$ cat src/rtl/mcu_output_fifo_pkg.sv
// Shared types for the MCU output FIFO: handshake FSM states and defaults.
package mcu_output_fifo_pkg;

   localparam int DEF_DATA_WIDTH = 16;

   typedef enum logic [1:0] {
      IDLE    = 2'd0,
      PRESENT = 2'd1,
      RELEASE = 2'd2
   } state_t;

endpackage

$ cat src/rtl/mcu_output_fifo_sync_fifo.sv
// Synchronous FIFO: registered storage, combinational head, occupancy-based flags.
module sync_fifo #(
   parameter int DATA_WIDTH = 16,
   parameter int DEPTH_LOG2 = 4
) (
   input  logic                  clk,
   input  logic                  reset,
   input  logic                  push,
   input  logic                  pop,
   input  logic [DATA_WIDTH-1:0] din,
   output logic [DATA_WIDTH-1:0] dout,
   output logic [DEPTH_LOG2:0]   count,
   output logic                  full,
   output logic                  empty
);

   localparam int DEPTH = 2 ** DEPTH_LOG2;
   localparam logic [DEPTH_LOG2:0] CNT_FULL = DEPTH[DEPTH_LOG2:0];

   logic [DATA_WIDTH-1:0] mem [DEPTH];
   logic [DEPTH_LOG2-1:0] wr_ptr;
   logic [DEPTH_LOG2-1:0] rd_ptr;

   assign dout  = mem[rd_ptr];
   assign full  = (count == CNT_FULL);
   assign empty = (count == '0);

   always_ff @(posedge clk) begin
      if (push) begin
         mem[wr_ptr] <= din;
      end
   end

   always_ff @(posedge clk) begin
      if (reset) begin
         wr_ptr <= '0;
         rd_ptr <= '0;
         count  <= '0;
      end else begin
         if (push) wr_ptr <= wr_ptr + 1'b1;
         if (pop)  rd_ptr <= rd_ptr + 1'b1;
         if (push && !pop)      count <= count + 1'b1;
         else if (pop && !push) count <= count - 1'b1;
      end
   end

endmodule

$ cat src/rtl/mcu_output_fifo.sv
// Queues trace words and hands them to the MCU over a four-phase rts/cts handshake.
module mcu_output_fifo
   import mcu_output_fifo_pkg::*;
#(
   parameter int DATA_WIDTH  = DEF_DATA_WIDTH,
   parameter int DEPTH_LOG2  = 4,
   parameter int CHANGE_ONLY = 1,
   parameter int SYNC_STAGES = 2
) (
   input  logic                  clk,
   input  logic                  reset,
   input  logic                  enable,
   input  logic [DATA_WIDTH-1:0] input_data,
   input  logic                  load_next,
   input  logic                  cts,
   output logic [DATA_WIDTH-1:0] output_data,
   output logic                  rts,
   output logic                  overflow,
   output logic [DEPTH_LOG2:0]   count
);

   state_t state;
   state_t state_next;

   logic [SYNC_STAGES-1:0] sync_q;
   logic [SYNC_STAGES-1:0] sync_d;
   logic                   cts_s;

   logic [DATA_WIDTH-1:0] last_cap;
   logic [DATA_WIDTH-1:0] head;
   logic                  cap;
   logic                  push;
   logic                  pop;
   logic                  full;
   logic                  empty;

   for (genvar i = 0; i < SYNC_STAGES; i++) begin : g_sync
      if (i == 0) begin : g_first
         assign sync_d[i] = cts;
      end else begin : g_rest
         assign sync_d[i] = sync_q[i-1];
      end
   end

   always_ff @(posedge clk) begin
      if (reset) sync_q <= '0;
      else       sync_q <= sync_d;
   end

   assign cts_s = sync_q[SYNC_STAGES-1];

   assign cap  = enable &&
                 ((CHANGE_ONLY != 0) ? (input_data != last_cap) : load_next);
   // A full FIFO still takes the word when the head leaves in the same cycle.
   assign push = cap && (!full || pop);

   sync_fifo #(
      .DATA_WIDTH (DATA_WIDTH),
      .DEPTH_LOG2 (DEPTH_LOG2)
   ) u_fifo (
      .clk   (clk),
      .reset (reset),
      .push  (push),
      .pop   (pop),
      .din   (input_data),
      .dout  (head),
      .count (count),
      .full  (full),
      .empty (empty)
   );

   always_comb begin
      state_next = state;
      pop        = 1'b0;
      unique case (state)
         IDLE: begin
            if (!empty && !cts_s) begin
               pop        = 1'b1;
               state_next = PRESENT;
            end
         end
         PRESENT: if (cts_s)  state_next = RELEASE;
         RELEASE: if (!cts_s) state_next = IDLE;
         default: state_next = IDLE;
      endcase
   end

   assign rts = (state == PRESENT);

   always_ff @(posedge clk) begin
      if (reset) begin
         state       <= IDLE;
         output_data <= '0;
         last_cap    <= '0;
         overflow    <= 1'b0;
      end else begin
         state <= state_next;
         if (pop) output_data <= head;
         if (cap) last_cap <= input_data;
         if (cap && full && !pop) overflow <= 1'b1;
      end
   end

endmodule

$ cat config.mk
export PLATFORM = sky130hd
export DESIGN_NAME = mcu_output_fifo
export DESIGN_NICKNAME = d
export VERILOG_FILES = /design/src/rtl/mcu_output_fifo_pkg.sv /design/src/rtl/mcu_output_fifo_sync_fifo.sv /design/src/rtl/mcu_output_fifo.sv
export SDC_FILE = /design/constraint.sdc
export NUM_CORES = 1
export LEC_CHECK = 0
export CAP_MARGIN = 15
export CORE_AREA = 2 2 149 151
export DETAILED_ROUTE_END_ITERATION = 16
export DIE_AREA = 0 0 151 153
export PLACE_DENSITY = 0.83
export SETUP_SLACK_MARGIN = 0.5
export SLEW_MARGIN = 20
export SYNTH_ARGS = -nofsm -noshare
export SYNTH_HDL_FRONTEND = slang
export SYNTH_SLANG_ARGS = --single-unit
$ cat constraint.sdc
create_clock -name clk -period 4.19 [get_ports clk]
set_input_delay 0.6285 -clock clk [delete_from_list [all_inputs] [get_ports clk]]
set_output_delay 0.6285 -clock clk [all_outputs]
set_load 0.03 [all_outputs]
==> impl_metrics.yaml, run 1 <==
clocking:
  cts_made_buffers: 28
  ctsHoldBuffers: 0
  cts_setup_buffers: 0
  cts.sinks: 306
  clk_pin_slew_worst_paths_ns: 0.07
  cts-resized-gates: 0
  cts.htree.levels: 1
  clock_latency_ns: 0.55
  cts_tree: "built"
  cts_root_buf: "clkbuf_16"
  cts_buffer_depth: 3
layout:
  antenna_cells: 0
  multi_input_area_mm2: 0.00322
  regArea_mm2: 0.00869
  layout.nets: 822
  drive_gt1_frac: 0.183
  n_fill_cell: 1378
  syn_to_final_growth_pct: 15.5
yosys:
  ys_seq_area_frac: 0.710
  yosys-top-cells-count: "256 x edfxtp_1, 82 x mux2i_1, 66 x nor2_1"
  synth_top_family_by_area: "multiplexers"
  synth_nets: 749
  synthXorXnorAreaFrac: 0.0186
  postSynthAreaPerCell_um2: 17.1
  synth_seq_cells: 306
  async_flop_share: 0
  synth_edf_count: 256
  synthAdderAreaFrac: 0.0119
  yosys_warnings: 0
  synth-simple-area-share: 0.0468
  synth_top_area_share: 0.629
  yosysMostFrequentCell: "edfxtp_1"
  synth_top_cell_by_area: "edfxtp_1"
  synth.distinct_cells: 42
  netlist_top_cells_area: "edfxtp_1 63%, dfxtp_1 8.2%, mux2i_1 6.7%"
  synth_compound_area_frac: 0.0556
  synth_area_mm2: 0.0122
  synthMuxAreaShare: 0.127
  ys.flop_type: "edfxtp_1"
  synthCells: 717
worst_setup_path:
  start_kind: "input pin"
  slowest_stage: "clkdlybuf4s50_1"
  worstPathRequired_ns: 4.61
  timing.rr.start: "last_cap[0]"
  startpoint: "input_data[0]"
  worstSetupPathType: "input pin to flop"
  path_max_fanout: 4
  cp.arrival_ns: 3.94
  crit_chain: "clkdlybuf4s50_1 -> xnor2_1 -> nand4_1 -> o41ai_4 -> nor2b_2 -> ha_1 -> inv_1 -> ha_1 -> nor2b_1 -> o21a_1 -> or3_1 -> a21oi_1 -> xnor2_1 -> nor2_1"
  slowest_delay_ns: 0.47
  critPathCaptureType: "flop"
floorplan:
  rows: 54
  start_util: 0.569
  die_w_um: 151
  die_h_um: 153
  core_region_area_mm2: 0.0215
  io_pins: 44
  dieArea_mm2: 0.0231
hold_path:
  holdCritPathClass: "flop to flop"
  hp-start: "sync_q[1]"
sta:
  rsz0062_at_grt: "false"
  hold_violations: 0
  finalCriticalPeriod_ns: 3.52
  setup_viol: 0
  max-slew-margin-rel: 0.244
  setup_tns_ns: 0
  worst_pin_slew_ns: 1.13
  worst_hold_slack_ns: 0.436
  period_share: 0.839
  skew_ns: 0.0224
  slew_violations: 0
  max_clock_freq_mhz: 284
detailed_routing:
  wirelength_mm: 28.4
  first_pass_iters: 5
  ant_nets: 0
  drt-initial-drc-count: 816
  viasPerCell: 6.37
  dr_total_vias: 6952
  drc: 0
  post_drt_wl_per_cell_um: 26.0
flow_run:
  maxCapViolCount: 0
power:
  power_density_mw_per_mm2: 601
  ir_drop_v: 0.000470
  power_leakage_nw: 4.69
  total_power_mw: 8.48
global_routing:
  antenna_found_initial: 0
  grt_pass1_wl_mm: 43.3
  grt_usage: 0.254
  grt_pass1_vias: 7389
  grt_max_degree: 51
  grt-ovfl-total: 0
placed_design:
  place_hpwl_mm: 16.4
  port_buffers: 42
  gp_congestion: 0.804
status:
  status: "finished, final reports clean"
-- power by group --
part	internal (mW)	switching [mW]	total, mW	leakage (nW)
combinational	0.839	1.10	1.93	1.45
clock	1.80	1.10	2.90	0.522
sequential	3.46	0.183	3.65	2.73
total	6.11	2.38	8.48	4.69
-- sequential cells by signal, summed over array words and instances, names as in the netlist --
signal,cells
output_data,16
u_fifo.mem,256
u_fifo.count,5
overflow,1
sync_q,2
u_fifo.rd_ptr,4
u_fifo.wr_ptr,4
last_cap,16
state,2
-- kinds of logic (layout without fill, tap and decap cells) --
kind of cell             Yosys count  after routing
AO/OA/AOI/OAI                     80             80
XOR/XNOR                          26             26
adder cells (fa/ha/maj)           11             11
buffers and inverters             50            145
flip-flops                       306            306
multiplexers                     115            115
AND/OR/NAND/NOR                  129            129
-- routing by layer --
layer,up-vias,part of all wire,track usage
met1,3519,0.37,0.334
met2,404,0.50,0.420
li1,2937,-,-
met5,-,0,0
met3,92,0.097,0.0472
met4,0,0.038,0.102
-- cell type report --
type	count	share of cell area
inverters	7	0.00186
repair buffers	86	0.0537
well taps	280	0.0248
clock inverters	16	0.0214
flip-flops and latches	306	0.615
clock buffers	36	0.0547
multi-input cells	361	0.228
-- placed cells by master (no fill, tap or decap), types with 3 or more instances in the layout --
master	n
a221oi_2	12
nand4_1	5
nor2b_1	6
ha_1	10
clkbuf_1	5
clkinv_2	4
bufinv_16	8
o211ai_1	8
nor2_1	65
a311oi_1	16
clkbuf_16	29
clkdlybuf4s50_1	41
a21oi_1	5
xnor2_1	23
a22oi_1	8
edfxtp_1	256
nand2_1	30
dfxtp_1	49
o21ai_1	15
buf_4	43
xor2_1	3
nor3_2	4
a221oi_1	12
nand3_1	3
mux2i_1	82
inv_1	7
mux4_2	32
-- worst paths after layout --
check,end,slack (ns),cells after the start
worst max register to register,u_fifo.count[4],0.92,13
worst max-delay path,u_fifo.count[4],0.67,14
worst min-delay path,state[0],0.44,1
worst min register to register,state[0],0.44,1
-- worst max-delay path, delay by kind of cell --
family,cells,cell delay (ns)
adders and majority gates,2,0.51
and+or+nand+nor,5,0.86
xor gates and xnor gates,2,0.49
AOI/OAI and AO/OA,3,0.82
buffers and inverters,2,0.61
-- through the flow --
stage,utilization,cells,setup slack (ns),area [um2]
after global routing,0.657,1092,0.526,14100
after detailed placement,0.607,1040,0.170,13000
final,0.657,1092,0.675,14100
after floorplan,-,717,0.975,12200
after global placement,0.607,1040,0.228,13000
after CTS,0.657,1092,0.724,14100
No activity file was read; power rests on OpenSTA's default activity.
==> run 2: changes to the inputs <==
==> constraint.sdc (replaced) <==
create_clock -name clk -period 3.5 [get_ports clk]
set_input_delay 0.525 -clock clk [delete_from_list [all_inputs] [get_ports clk]]
set_output_delay 0.525 -clock clk [all_outputs]
set_load 0.03 [all_outputs]
==> run 2 against run 1 <==
Compared with the run above:
- final cell count rose by 1.4%
- non-clock buffer count is 14 higher
- largest cell class unchanged
- highest routed layer unchanged
- power is 15% higher
==> impl_metrics.yaml, run 2 (synthesis results as in run 1) <==
worst_setup_path:
  slowest_delay_ns: 0.56
  r2r_slack_ns: 0.52
  crit_chain: "clkdlybuf4s50_1 -> xnor2_1 -> nand4_1 -> buf_4 -> o41ai_4 -> nor2b_2 -> ha_4 -> inv_2 -> ha_1 -> nor2b_1 -> o21a_1 -> or3_1 -> a21oi_2 -> xnor2_1 -> nor2_1"
  slowest_stage: "clkdlybuf4s50_1"
  start_kind: "input pin"
  cp.arrival_ns: 3.45
  critPathCaptureType: "flop"
  crit_top_cell: "xnor2_1"
  worstPathRequired_ns: 3.91
  timing.rr.start: "last_cap[7]"
  reg2reg_to: "u_fifo.count[4]"
  worstSetupPathType: "input pin to flop"
  r2r_cells: 15
  path_max_fanout: 3
layout:
  final_cells: 1107
  layout.nets: 837
  antenna_cells: 0
  drive_gt1_frac: 0.209
  syn_to_final_growth_pct: 15.7
  reg_top3: "u_fifo.mem (256), last_cap (16), output_data (16)"
  final_cell_mix: "256 x edfxtp_1, 82 x mux2i_1, 62 x nor2_1"
  largest-register: "u_fifo.mem"
  layout_commonest_cell: "edfxtp_1"
  utilization: 0.658
  n_fill_cell: 1344
  largest_reg_flops: 256
flow_run:
  maxCapViolCount: 0
sta:
  slew_violations: 0
  setup_tns_ns: 0
  max-slew-margin-rel: 0.292
  skew_ns: 0.0327
  hold_violations: 0
  finalCriticalPeriod_ns: 3.04
  period_share: 0.869
  rsz0062_at_grt: "true"
  setup_slack_ns: 0.458
  worst_pin_slew_ns: 1.06
  setup_viol: 0
  max_clock_freq_mhz: 329
hold_path:
  holdPathStages: 2
  hp-start: "reset"
  holdCritPathClass: "input pin to flop"
  holdPathEnd: "u_fifo.wr_ptr[0]"
clocking:
  ctsHoldBuffers: 0
  clk_pin_slew_worst_paths_ns: 0.06
  cts_tree: "built"
  cts.htree.levels: 1
  clock_latency_ns: 0.56
  cts_made_buffers: 28
  cts.sinks: 306
  cts_buffer_depth: 3
  cts_root_buf: "clkbuf_16"
floorplan:
  io_pins: 44
  core_region_area_mm2: 0.0215
  die_w_um: 151
  rows: 54
  die_h_um: 153
  dieArea_mm2: 0.0231
  start_util: 0.569
global_routing:
  grt_max_degree: 37
  grt_pass1_vias: 6984
  grt_pass1_wl_mm: 39.8
  antenna_found_initial: 0
  use_met1: 0.301
  grt_use_met3: 0.0475
  grt_usage: 0.228
  grt-busiest-layer: "met2"
  grt-ovfl-total: 0
  grtUsageMet2: 0.382
detailed_routing:
  dr_total_vias: 6775
  first_pass_iters: 5
  drc: 0
  post_drt_wl_per_cell_um: 23.1
  drt-initial-drc-count: 632
  ant_nets: 0
  viasPerCell: 6.12
  wirelength_mm: 25.6
placed_design:
  place_hpwl_mm: 16.6
  dp_cells: 1051
  gp_congestion: 0.881
  port_buffers: 42
  place_worst_setup_slack_ns: -0.282
power:
  power_density_mw_per_mm2: 692
  ir_drop_v: 0.000454
  power_leakage_nw: 4.74
status:
  status: "finished, final reports clean"
run 2: changes by cell type in the layout (fill, tap and decap cells not counted), sizes merged:
cell	previous run	this run
buf	45	59
bufinv	8	3
clkbuf	36	35
clkdlybuf4s50	41	35
clkinv	7	14
clkinvlp	1	0
dlygate4sd2	0	5
dlymetal6s2s	0	1
nor2	67	68
run 2: what timing repair did:
item                                    in CTS  in global routing
setup buffers                                3                  0
cloned                                       1                  0
gates resized for setup                     12                  3
endpoints found under the setup margin       3                 10
hold endpoints to repair                     0                  0
pin swaps                                    6                  0
run 2: worst max-delay path by stage:
| stage | slack [ns] | start | end | cells past startpoint |
|---|---|---|---|---|
| CTS | 0.49 | input_data[11] | u_fifo.count[4] | 15 |
| detailed placement | -0.28 | input_data[6] | u_fifo.count[4] | 14 |
| global route | 0.40 | input_data[4] | u_fifo.count[4] | 14 |
| global placement | -0.17 | input_data[7] | u_fifo.count[4] | 16 |
| finish | 0.46 | input_data[11] | u_fifo.count[4] | 15 |
| floorplan | 0.53 | input_data[9] | u_fifo.count[4] | 15 |
run 2: through the flow:
stage                     power [mW]  area [um2]  hold slack (ns)
final                           9.78       14100            0.419
after global routing            10.1       14100            0.435
after CTS                       9.80       14100            0.412
after detailed placement        6.76       13200            0.438
after global placement          6.66       13200            0.423
after floorplan                 6.12       12200            0.406
run 2: power by group:
group / internal (mW) / leakage [nW] / switching (mW)
Clock: 1.73 / 0.454 / 1.27
Sequential: 4.15 / 2.73 / 0.189
Combinational: 1.06 / 1.56 / 1.39
Total: 6.94 / 4.74 / 2.84
run 2: routing by layer:
| metal | wire [um] | vias up |
|---|---|---|
| li1 | - | 2975 |
| met1 | 9850 | 3410 |
| met2 | 13000 | 339 |
| met3 | 2190 | 51 |
| met4 | 610 | 0 |
| met5 | 0 | - |
run 2: worst max-delay path, delay by kind of cell:
kind / cells / cell delay [ns]
buffers and inverters: 3 / 0.83
AND/OR/NAND/NOR: 5 / 0.81
AO/OA/AOI/OAI: 3 / 0.57
adder cells (fa/ha/maj): 2 / 0.41
XOR/XNOR: 2 / 0.29
run 2: layout make-up:
class / count / area (um2) / area share
clock buffers: 35 / 747 / 0.0528
flip-flops and latches: 306 / 8690 / 0.615
multi-input cells: 362 / 3300 / 0.233
repair buffers: 100 / 860 / 0.0608
clock inverters: 17 / 169 / 0.0119
well taps: 280 / 350 / 0.0248
inverters: 7 / 26.3 / 0.00186
